$ cat src/rtl/status_register_unit.sv
// NZCV producer: execute-stage ALU with flag generation, a one-entry pending
// flag stage, the architectural STATUS register and a direct flag-write path.
module status_register_unit #(
   parameter int WIDTH = 32
) (
   input  logic             CLK,
   input  logic             RST_N,
   input  logic [3:0]       EXE_CMD,
   input  logic [WIDTH-1:0] ALU_A,
   input  logic [WIDTH-1:0] ALU_B,
   input  logic             SHIFT_CARRY,
   input  logic             S_EN,
   input  logic             STALL,
   input  logic             FLUSH,
   input  logic             WR_EN,
   input  logic [3:0]       WR_DATA,
   output logic [WIDTH-1:0] ALU_RESULT,
   output logic [3:0]       STATUS,
   output logic [3:0]       STATUS_FWD,
   output logic             FLAGS_BUSY
);

   localparam logic [3:0] OP_MOV = 4'b0001;
   localparam logic [3:0] OP_MVN = 4'b1001;
   localparam logic [3:0] OP_ADD = 4'b0010;
   localparam logic [3:0] OP_ADC = 4'b0011;
   localparam logic [3:0] OP_SUB = 4'b0100;
   localparam logic [3:0] OP_SBC = 4'b0101;
   localparam logic [3:0] OP_AND = 4'b0110;
   localparam logic [3:0] OP_ORR = 4'b0111;
   localparam logic [3:0] OP_EOR = 4'b1000;

   localparam int MSB = WIDTH - 1;

   logic [3:0]       status_q, status_d;
   logic [3:0]       pend_flags_q, pend_flags_d;
   logic             pend_vld_q, pend_vld_d;

   logic [WIDTH:0]   sum;
   logic [WIDTH:0]   cin_ext;
   logic [WIDTH-1:0] res;
   logic             c_flag, v_flag, op_valid;
   logic [3:0]       new_flags;

   // Carry-in always comes from the committed C, never the forwarded one.
   assign cin_ext = (WIDTH+1)'(status_q[1]);

   always_comb begin
      sum      = '0;
      res      = '0;
      c_flag   = SHIFT_CARRY;
      v_flag   = status_q[0];
      op_valid = 1'b1;
      case (EXE_CMD)
         OP_MOV: res = ALU_B;
         OP_MVN: res = ~ALU_B;
         OP_AND: res = ALU_A & ALU_B;
         OP_ORR: res = ALU_A | ALU_B;
         OP_EOR: res = ALU_A ^ ALU_B;
         OP_ADD, OP_ADC: begin
            sum    = {1'b0, ALU_A} + {1'b0, ALU_B}
                     + ((EXE_CMD == OP_ADC) ? cin_ext : '0);
            res    = sum[WIDTH-1:0];
            c_flag = sum[WIDTH];
            v_flag = (ALU_A[MSB] == ALU_B[MSB]) && (res[MSB] != ALU_A[MSB]);
         end
         OP_SUB, OP_SBC: begin
            sum    = {1'b0, ALU_A} + {1'b0, ~ALU_B}
                     + ((EXE_CMD == OP_SBC) ? cin_ext : (WIDTH+1)'(1));
            res    = sum[WIDTH-1:0];
            c_flag = sum[WIDTH];
            v_flag = (ALU_A[MSB] != ALU_B[MSB]) && (res[MSB] != ALU_A[MSB]);
         end
         default: begin
            op_valid = 1'b0;
            c_flag   = status_q[1];
         end
      endcase
      new_flags = {res[MSB], (res == '0), c_flag, v_flag};
   end

   // Direct write beats flush, flush beats stall, otherwise commit-then-capture.
   always_comb begin
      status_d     = status_q;
      pend_vld_d   = pend_vld_q;
      pend_flags_d = pend_flags_q;
      if (WR_EN) begin
         status_d   = WR_DATA;
         pend_vld_d = 1'b0;
      end else if (FLUSH) begin
         pend_vld_d = 1'b0;
      end else if (!STALL) begin
         if (pend_vld_q) status_d = pend_flags_q;
         pend_vld_d   = S_EN && op_valid;
         pend_flags_d = new_flags;
      end
   end

   always_ff @(posedge CLK or negedge RST_N) begin
      if (!RST_N) begin
         status_q     <= 4'b0000;
         pend_vld_q   <= 1'b0;
         pend_flags_q <= 4'b0000;
      end else begin
         status_q     <= status_d;
         pend_vld_q   <= pend_vld_d;
         pend_flags_q <= pend_flags_d;
      end
   end

   assign ALU_RESULT = res;
   assign STATUS     = status_q;
   assign STATUS_FWD = pend_vld_q ? pend_flags_q : status_q;
   assign FLAGS_BUSY = pend_vld_q;

endmodule
$ cat config.mk
export PLATFORM = sky130hd
export DESIGN_NAME = status_register_unit
export DESIGN_NICKNAME = d
export VERILOG_FILES = /design/src/rtl/status_register_unit.sv
export SDC_FILE = /design/constraint.sdc
export NUM_CORES = 1
export LEC_CHECK = 0
export ABC_CLOCK_PERIOD_IN_PS = 5250
export CAP_MARGIN = 10
export CORE_MARGIN = 2
export CORE_UTILIZATION = 35
export CTS_CLUSTER_SIZE = 20
export DETAILED_ROUTE_END_ITERATION = 10
export RECOVER_POWER = 100
export SLEW_MARGIN = 25
export SYNTH_ARGS = -nofsm -noshare
export SYNTH_HDL_FRONTEND = slang
export SYNTH_SLANG_ARGS = --single-unit
$ cat constraint.sdc
create_clock -name CLK -period 5.25 [get_ports CLK]
set_clock_uncertainty 0.2 [all_clocks]
set_input_delay 0.525 -clock CLK [delete_from_list [all_inputs] [get_ports CLK]]
set_output_delay 0.525 -clock CLK [all_outputs]
set_load 0.01 [all_outputs]
==> results.json <==
{
  "status": "finished, final reports clean",
  "power.density_mw_per_mm2": 141,
  "htreeDepth": 1,
  "clockBufferDepth": 2,
  "clock_latency_ns": 0.24,
  "port_buffers": 119,
  "gp_congestion": 0.988,
  "drt_iter0_drc": 766,
  "fill_cells": 1952,
  "grt_pass1_vias": 7934,
  "peakVddDrop_mv": 0.202,
  "critPathRequiredTime_ns": 4.53,
  "netlist_instances": 988,
  "synth-seq-cells": 9,
  "grt_setup_unrepaired": "true",
  "synth.distinct_cells": 93,
  "die_y_um": 143,
  "post-place-ws_ns": -0.232,
  "synthArstFlopShare_pct": 100,
  "relSlewSlack_pct": 55.0,
  "start_util_pct": 36.0,
  "ios": 120,
  "min_period_over_period_pct": 97.8,
  "drive_gt1_share_pct": 15.9,
  "diodes": 0,
  "worst-r2r-setup-slack_ns": 0.68,
  "worst_slack_ns": 0.117,
  "cts_tree": "yes",
  "wl_mm": 27.0,
  "synth_ff_type": "dfrtp_1",
  "start_kind": "input pin",
  "nets": 1340,
  "path_class": "input pin to output pin",
  "finalCriticalPeriod_ns": 5.13,
  "yosys_warnings": 0,
  "cts_sinks": 9,
  "cp_max_fo": 3,
  "cts-root-buf": "clkbuf_16",
  "vias": 8257,
  "dp_hpwl_mm": 20.9,
  "fp.coreArea_mm2": 0.0188,
  "ys_seq_area_share_pct": 3.33,
  "wl_per_cell_um": 19.0,
  "first_pass_iters": 6,
  "clock.fmax_ghz": 0.195,
  "synthesis.area_mm2": 0.00677,
  "ant_nets": 0,
  "hold_ws_ns": 0.271,
  "fin_util_pct": 47.5,
  "syn_area_per_cell_um2": 6.85,
  "synth.net_count": 1166,
  "synth-edff-count": 0,
  "hold_viol_final": 0,
  "cap_violations": 0,
  "antenna_found_initial": 0,
  "power_leakage_uw": 0.00402,
  "maxSlewViolCount": 0,
  "hold_class": "register to register",
  "grt_pass1_wl_mm": 41.8,
  "clkSlewWorstSetupHoldPaths_ns": 0.04,
  "avgViaCountPerCell": 5.81,
  "cts_hold_buffers": 0,
  "die-area_mm2": 0.0205,
  "numCtsBuffers": 3,
  "gr-total-overflow": 0,
  "die_w_um": 143,
  "drc": 0,
  "num_rows": 50,
  "syn_to_final_growth_pct": 32.1,
  "worst_pin_slew_ns": 0.673,
  "finalPower_uw": 1260,
  "grt_usage_pct": 25.5,
  "worstSetupEndpointType": "output pin",
  "arrival_ns": 4.41,
  "setup_viol": 0,
  "grt_max_degree": 37
}
## routing by layer
layer / global-route usage, % / vias to the layer above / wire length [um]
li1: - / 3946 / -
met5: 0 / - / 0
met1: 34.8 / 3876 / 11900
met4: 6.57 / 0 / 697
met3: 2.92 / 55 / 1970
met2: 42.6 / 380 / 12400
## worst max-delay path, stage by stage
cell and delay (ns):
clkdlybuf4s50_1 0.50, nor2b_1 0.07, nand2_1 0.07, or3_1 0.12, fa_1 0.19, inv_1 0.05
fa_1 0.41, o21bai_2 0.23, a31oi_2 0.15, a2111oi_4 0.42, o211ai_2 0.17, buf_4 0.18
a21oi_1 0.24, a2bb2oi_1 0.38, buf_4 0.17, clkdlybuf4s50_1 0.53
## sequential cells by signal, summed over array words and instances (netlist names)
| register | count |
|---|---|
| STATUS | 4 |
| FLAGS_BUSY | 1 |
| pend_flags_q | 4 |
## layout by cell type, fill, tap and decap left out, drive strengths merged, types with 9 or more instances in the layout
cell type,instances
nand2,72
dfrtp,9
a21oi,113
a211oi,10
and3,13
o31ai,11
nor4,14
clkdlybuf4s50,104
xor2,15
o211ai,14
o21bai,11
a22oi,15
a31oi,16
xnor2,28
nor3,26
nand2b,19
a21o,11
a221oi,9
nor2,86
o221ai,9
nand3,18
o21ai,52
buf,114
inv,96
mux2i,9
o22ai,27
ha,95
nor2b,13
## cell usage after synthesis (7+ instances only)
| cell | number | share of area (%) |
|---|---|---|
| nand3_1 | 17 | 1.3 |
| mux2_2 | 7 | 1.2 |
| a22oi_1 | 15 | 1.7 |
| a21oi_1 | 109 | 8.1 |
| o22ai_1 | 27 | 2.5 |
| mux2i_1 | 9 | 1.3 |
| dfrtp_1 | 9 | 3.3 |
| nand2b_1 | 18 | 1.7 |
| a211o_1 | 7 | 0.91 |
| nand2_1 | 72 | 4.0 |
| xnor2_1 | 28 | 3.6 |
| nor4_1 | 13 | 1.2 |
| and3_1 | 12 | 1.1 |
| o21ai_0 | 47 | 3.5 |
| ha_1 | 95 | 18 |
| inv_1 | 94 | 5.2 |
| xor2_1 | 15 | 1.9 |
| buf_2 | 21 | 1.6 |
| nor2b_1 | 12 | 1.1 |
| nor2_1 | 84 | 4.7 |
| o31ai_1 | 10 | 1.1 |
| o221ai_1 | 8 | 1.0 |
| a21o_1 | 11 | 1.2 |
| a221oi_1 | 9 | 1.2 |
| nor3_1 | 25 | 1.8 |
| a211oi_1 | 10 | 1.1 |
| clkbuf_1 | 25 | 1.4 |
| o211ai_1 | 11 | 1.2 |
| o21bai_1 | 8 | 0.89 |
| a31oi_1 | 15 | 1.4 |
| buf_4 | 7 | 0.78 |
## through the flow
stage                     area [um^2]  TNS, ns  std cells
after floorplan                  6780        0        988
after global routing             8940  -0.0370       1421
after global placement           8780   -0.455       1413
final                            8940        0       1421
after CTS                        8880        0       1418
after detailed placement         8780    -1.00       1413
## logic make-up after synthesis
kind of cell	share of synthesized area (%)
AO/OA/AOI/OAI	37.4
AND/OR/NAND/NOR	22.2
buffers and inverters	10.3
adder cells (fa/ha/maj)	18.7
XOR/XNOR	5.56
multiplexers	2.50
flip-flops	3.33
## final timing paths
| path | startpoint | endpoint | cells after the start |
|---|---|---|---|
| max in group asynchronous | RST_N | STATUS[1]$_DFFE_PN0P_ | 1 |
| min reg2reg | pend_flags_q[1]$_DFFE_PN0P_ | pend_flags_q[1]$_DFFE_PN0P_ | 2 |
| max reg2reg | STATUS[1]$_DFFE_PN0P_ | pend_flags_q[2]$_DFFE_PN0P_ | 15 |
| min | pend_flags_q[1]$_DFFE_PN0P_ | pend_flags_q[1]$_DFFE_PN0P_ | 2 |
| min in group asynchronous | RST_N | pend_flags_q[2]$_DFFE_PN0P_ | 1 |
| max | EXE_CMD[1] | ALU_RESULT[14] | 16 |
## area by class of cell
class | count | area, um^2 | area share (%)
clock buffer | 4 | 78.8 | 0.881
inverter | 97 | 364 | 4.07
multi-input combinational | 819 | 5920 | 66.2
sequential | 9 | 225 | 2.52
tap | 260 | 325 | 3.64
timing repair buffer | 232 | 2030 | 22.7
## power breakdown
group          switching, uW  total [uW]  internal [uW]
combinational            570        1040            472
sequential              6.31        84.8           78.5
clock                   35.0         137            102
total                    611        1260            652
## what timing repair did
| action | in CTS | in global routing |
|---|---|---|
| setup endpoints to repair | 6 | 12 |
| gates resized for setup | 10 | 17 |
| pin swaps | 2 | 4 |
| setup buffers | 1 | 3 |
No activity file was read; power rests on OpenSTA's default activity.
